`config.mk`:
```
export PLATFORM = sky130hd
export DESIGN_NAME = dmem_arbiter
export DESIGN_NICKNAME = d
export VERILOG_FILES = /design/src/rtl/dmem_arbiter.sv
export SDC_FILE = /design/constraint.sdc
export NUM_CORES = 1
export LEC_CHECK = 0
export BUFFER_PORTS_ARGS = -buffer_cell sky130_fd_sc_hd__clkbuf_2
export CORE_MARGIN = 8
export CORE_UTILIZATION = 37
export DETAILED_ROUTE_END_ITERATION = 8
export GPL_ROUTABILITY_DRIVEN = 0
export PLACE_DENSITY_LB_ADDON = 0.15
export SYNTH_ARGS = -nofsm -noshare
export SYNTH_HDL_FRONTEND = slang
export SYNTH_SLANG_ARGS = --single-unit
```
`constraint.sdc`:
```
create_clock -name clk -period 2 [get_ports clk]
set_input_delay 0.2 -clock clk [delete_from_list [all_inputs] [get_ports clk]]
set_output_delay 0.2 -clock clk [all_outputs]
set_load 0.05 [all_outputs]
```
`src/rtl/dmem_arbiter.sv`:
```
// rtl/dmem_arbiter.sv - data RAM port arbiter between the pipeline MEM stage and a host/debug port
//
// The CPU owns the single data RAM port except for one HOST cycle per host
// transaction. A pending host request is granted as soon as the CPU leaves the
// RAM idle, or after MAX_WAIT consecutive contended cycles, whichever is first.
//
// Ports:
//   clk, rst                  clock, asynchronous active-high reset
//   c_req/c_we/c_addr/c_wdata MEM stage request
//   c_rdata                   RAM read data to MEM stage (pass-through of ram_spo)
//   c_stall                   pipeline freeze while the host owns the RAM
//   h_req/h_we/h_addr/h_wdata host request (level, held until h_ack)
//   h_ack                     one-cycle completion pulse
//   h_rdata                   registered host read data
//   ram_we/ram_a/ram_d        data RAM write enable, address, write data
//   ram_spo                   data RAM asynchronous read data
module dmem_arbiter #(
  parameter int AW       = 8,
  parameter int DW       = 32,
  parameter int MAX_WAIT = 4
) (
  input  logic          clk,
  input  logic          rst,
  input  logic          c_req,
  input  logic          c_we,
  input  logic [AW-1:0] c_addr,
  input  logic [DW-1:0] c_wdata,
  output logic [DW-1:0] c_rdata,
  output logic          c_stall,
  input  logic          h_req,
  input  logic          h_we,
  input  logic [AW-1:0] h_addr,
  input  logic [DW-1:0] h_wdata,
  output logic          h_ack,
  output logic [DW-1:0] h_rdata,
  output logic          ram_we,
  output logic [AW-1:0] ram_a,
  output logic [DW-1:0] ram_d,
  input  logic [DW-1:0] ram_spo
);

  typedef enum logic [1:0] {
    S_IDLE = 2'd0,
    S_HOST = 2'd1,
    S_ACK  = 2'd2,
    S_HOLD = 2'd3
  } state_t;

  localparam logic [3:0] WAIT_MAX = 4'(MAX_WAIT);

  state_t        state_q, state_d;
  logic [3:0]    wait_cnt_q, wait_cnt_d;
  logic [DW-1:0] h_rdata_q, h_rdata_d;
  logic          h_ack_q, h_ack_d;
  logic          host_own;

  always_comb begin
    state_d    = state_q;
    wait_cnt_d = wait_cnt_q;
    h_rdata_d  = h_rdata_q;
    unique case (state_q)
      S_IDLE: begin
        if (!h_req) begin
          // Request withdrawn (or never made): forget any accumulated deferral.
          wait_cnt_d = 4'd0;
        end else if (!c_req || wait_cnt_q == WAIT_MAX) begin
          state_d    = S_HOST;
          wait_cnt_d = 4'd0;
        end else begin
          wait_cnt_d = wait_cnt_q + 4'd1;
        end
      end
      S_HOST: begin
        // Asynchronous read: for a write this captures the pre-write contents.
        h_rdata_d = ram_spo;
        state_d   = S_ACK;
      end
      S_ACK: begin
        state_d = h_req ? S_HOLD : S_IDLE;
      end
      S_HOLD: begin
        if (!h_req) state_d = S_IDLE;
      end
      default: state_d = S_IDLE;
    endcase
    h_ack_d = (state_d == S_ACK);
  end

  always_ff @(posedge clk or posedge rst) begin
    if (rst) begin
      state_q    <= S_IDLE;
      wait_cnt_q <= 4'd0;
      h_rdata_q  <= '0;
      h_ack_q    <= 1'b0;
    end else begin
      state_q    <= state_d;
      wait_cnt_q <= wait_cnt_d;
      h_rdata_q  <= h_rdata_d;
      h_ack_q    <= h_ack_d;
    end
  end

  // Port ownership. Reset forces state_q to IDLE asynchronously, so ownership
  // reverts to the CPU immediately; the write enable is additionally gated so
  // no RAM write can land on an edge while rst is high.
  assign host_own = (state_q == S_HOST);
  assign ram_a    = host_own ? h_addr  : c_addr;
  assign ram_d    = host_own ? h_wdata : c_wdata;
  assign ram_we   = !rst && (host_own ? h_we : (c_we && c_req));
  assign c_stall  = host_own && c_req;
  assign c_rdata  = ram_spo;
  assign h_ack    = h_ack_q;
  assign h_rdata  = h_rdata_q;

endmodule

```
==> summary by stage <==
Cells and area
The share of final-layout standard cells stronger than drive strength 1 is 0.829. 0 antenna diodes ended up in the layout. The net count of the finished layout is 500. Once layout is complete, the cells apart from fillers number 458. The design area is 3610 um2.

The share of the core filled with cells in the final layout is 0.572. Compared with the post-synthesis result, the final layout area differs by 50.1%.

Die
Row generation in the floorplan step produced 29 rows. The die is 96.6 um wide. The core footprint is 6310 um2.

The total die area is 9340 um2. The die is 96.6 um tall. 225 I/O pins were placed. The starting utilization of the core area is 0.381.

Power and ir drop
The maximum vdd drop is 0.984 mV. Total power for the finished layout comes to 5.47 mW. The sequential cell fraction of total power is 0.245.

Of the total power, combinational logic draws 0.629. The share of total power in the clock network is 0.127. Of the total power, the share spent switching nets is 0.522. The reported leakage power is 1.97 nW. The power density of the placed cells is 1520 nW/um2. Cell internal power was estimated by the tool at 2.62 mW. For this design the total switching power over the nets is 2.86 mW.

STA
For the pin with the worst max-slew slack, the measured transition is 0.482 ns. Across the routed clock network, the largest skew measured is 0.00873 ns. The hold violation total from the final report is 0. The highest attainable clock frequency is 516 MHz. The share of the cycle needed by the critical path after routing is 0.969. The setup violation total in the final timing report is 0. The worst pin sits at a relative slew slack of 0.679.

The smallest clock period supported by the final layout is computed as 1.94 ns. The count of pins over their slew limit is 0.

Worst setup path
Data on the critical path is required at its endpoint by 1.80 ns. The worst-path cell with the longest stage delay is sky130_fd_sc_hd__dfrtp_2. The signal arrival time at the worst endpoint is 1.74 ns.

The worst setup path is launched from a flop. The peak fanout along the critical path is 18. The signal on the critical path passes through nor2b_4 -> buf_12 -> mux2_2 -> clkbuf_2. The delay contributed by the slowest stage of the critical path is 0.43 ns. STA classifies the critical path endpoint as an output pin.

The setup path with the least slack is of type flop to output pin.

GRT
The initial antenna violation count is 0. Entering global routing, the biggest net connects 42 pins. For this run the aggregate overflow at the end of global routing stands at 0.

The wire length of the first global-routing pass is 13100 um. The via count of the first global-routing pass is 2380. In the global route stage, overall resource usage came out at 0.171.

Clock network
The number of hold buffers added after CTS was 0. The clock latency on the worst-skew pair is 0.29 ns. In this run, CTS created clock tree buffers numbering 5. Clock tree synthesis selected as its root buffer the cell sky130_fd_sc_hd__clkbuf_8. The H-tree depth is 2. The clock sink total is 39. The TritonCTS clock tree is done. The deepest clock path buffer count is 2.

Clock-pin slew was measured on the worst setup and hold paths at 0.08 ns.

Route
For this run, design rule violations remaining after detail routing come to 0. After the first detailed-routing iteration, the DRC count stood at 40. The pre-antenna-repair detailed-routing pass consisted of 4 iterations. The number of vias in the routed layout is 2127. Dividing the detail-routed via count by the number of cells gives 4.64. Summed over all layers, the routed wires come to 8460 um.

The per-cell routed wire length is 18.5 um. The number of antenna-violating nets in the routed design is 0.

Synthesis
A synthesized cell averages 13.2 um2. The cell accounting for the most synthesized area is sky130_fd_sc_hd__dfrtp_1. The register area share after synthesis is 0.406. The number of nets in the synthesized netlist is 302.

The Yosys warning count is 0. Ranked by total cell area, the synthesized netlist is headed by sky130_fd_sc_hd__dfrtp_1 (41%), sky130_fd_sc_hd__mux2_2 (22%), sky130_fd_sc_hd__mux2_4 (16%), sky130_fd_sc_hd__buf_4 (11%), sky130_fd_sc_hd__buf_8 (1.9%). The share of synthesized area in the top cell type comes to 0.406. The number of different library cells used by synthesis comes to 26. Synthesis produced 182 cells. Summing every instance area after synthesis gives 2410 um2.

After synthesis the netlist holds a flip-flop and latch count of 39.

Placement
The cell total after placement is 445. During placement, the flow inserted port buffers numbering 224. After detailed placement, the total cell area comes to 3340 um2. Once detailed placement completed, the half-perimeter wirelength came to 7030 um.

Run
Across the run, the number of max-cap violations was 0.

Outcome
The run finished with clean final reports.

Hold path
The worst min-delay path category is primary input to asynchronous set/reset pin.
repair_timing:
item,CTS,global route
buffers inserted,3,1
endpoints found under the hold margin,0,0
cloned,1,1
pin swaps,0,0
gates resized for setup,27,6
setup endpoints to repair,40,23
synthesized netlist by cell type:
cell type / number
sky130_fd_sc_hd__mux2_4: 25
sky130_fd_sc_hd__nand3b_1: 2
sky130_fd_sc_hd__buf_8: 3
sky130_fd_sc_hd__nor2b_1: 1
sky130_fd_sc_hd__nor2_1: 1
sky130_fd_sc_hd__o21ai_0: 2
sky130_fd_sc_hd__a21o_1: 1
sky130_fd_sc_hd__nand3_1: 2
sky130_fd_sc_hd__a21oi_1: 2
sky130_fd_sc_hd__o21a_1: 1
sky130_fd_sc_hd__nor3_1: 1
sky130_fd_sc_hd__inv_1: 3
sky130_fd_sc_hd__and2_1: 1
sky130_fd_sc_hd__mux2_2: 47
sky130_fd_sc_hd__or2_2: 1
sky130_fd_sc_hd__nor4b_1: 1
sky130_fd_sc_hd__o2bb2ai_1: 1
sky130_fd_sc_hd__buf_6: 2
sky130_fd_sc_hd__o22ai_1: 1
sky130_fd_sc_hd__buf_4: 36
sky130_fd_sc_hd__mux2i_1: 1
sky130_fd_sc_hd__a32oi_1: 1
sky130_fd_sc_hd__ha_1: 2
sky130_fd_sc_hd__nand2b_1: 1
sky130_fd_sc_hd__nand2_1: 4
sky130_fd_sc_hd__dfrtp_1: 39
worst paths after layout:
path / startpoint / to / slack, ns / cells past startpoint
max: state_q[1] / ram_d[3] / 0.06 / 4
min: rst / h_rdata[26] / 0.02 / 3
max reg2reg: state_q[1] / h_rdata[9] / 0.50 / 4
min reg2reg: h_rdata[12] / h_rdata[12] / 0.51 / 1
max in group asynchronous: rst / state_q[1] / 1.62 / 3
min in group clk: ram_spo[31] / h_rdata[31] / 0.15 / 2
cells by family (layout without fill, tap and decap cells):
logic type               count (synthesis)  count (layout)  share of synthesized area
buffers and inverters                   44             243                      0.145
AND/OR/NAND/NOR                         15              15                     0.0343
adder cells (fa/ha/maj)                  2               2                     0.0104
multiplexers                            73              73                      0.380
AO/OA/AOI/OAI                            9               9                     0.0244
flip-flops                              39              39                      0.406
flip-flops by register name, summed over array words and instances (netlist names):
register,flops
h_rdata,32
wait_cnt_q,4
state_q,2
h_ack,1
cells in the final DEF (no fill, tap or decap), drive strengths merged:
| cell type | instances |
|---|---|
| a21o | 1 |
| a21oi | 2 |
| a32oi | 1 |
| and2 | 1 |
| buf | 12 |
| bufinv | 1 |
| clkbuf | 226 |
| dfrtp | 39 |
| ha | 2 |
| inv | 4 |
| mux2 | 72 |
| mux2i | 1 |
| nand2 | 4 |
| nand2b | 1 |
| nand3 | 2 |
| nand3b | 2 |
| nor2 | 1 |
| nor2b | 1 |
| nor3 | 1 |
| nor4b | 1 |
| o21a | 1 |
| o21ai | 2 |
| o22ai | 1 |
| o2bb2ai | 1 |
| or2 | 1 |
final cells by class:
class	instances	area (um2)
fillers	549	2700
multi-input cells	99	1090
flip-flops and latches	39	977
inverters	3	11.3
clock buffers	6	82.6
well taps	77	96.3
clock inverters	2	38.8
repair buffers	232	1310
power by group through the flow:
stage / Sequential, mW / Combinational (mW) / Clock [mW]
floorplan: 2.53 / 1.46 / 0
finish: 1.34 / 3.44 / 0.694
detailed placement: 1.37 / 3.35 / 0
CTS: 1.35 / 3.47 / 0.718
global route: 1.40 / 3.58 / 0.759
global placement: 1.35 / 3.33 / 0
critical path, delay by kind of cell (launching register included):
kind                   cells  cell delay, ns
buffers and inverters      2            0.44
DFF                        1            0.43
muxes                      1            0.34
and+or+nand+nor            1            0.23
routing by layer:
| metal | global-route usage | wire [um] | vias up |
|---|---|---|---|
| li1 | - | - | 1009 |
| met1 | 0.176 | 3150 | 998 |
| met2 | 0.323 | 4600 | 113 |
| met3 | 0.0583 | 666 | 7 |
| met4 | 0.0308 | 46 | 0 |
| met5 | 0 | 0 | - |
per-stage QoR:
step           setup TNS, ns  setup WS, ns  hold WS, ns
2_1_floorplan              0         0.218        0.316
3_3_place_gp               0         0.314        0.352
3_5_place_dp               0         0.284        0.357
4_1_cts                    0     0.0000198       0.0337
5_1_grt             -0.00754      -0.00326       0.0588
6_report                   0        0.0614       0.0187
(Power assumes the default switching activity.)
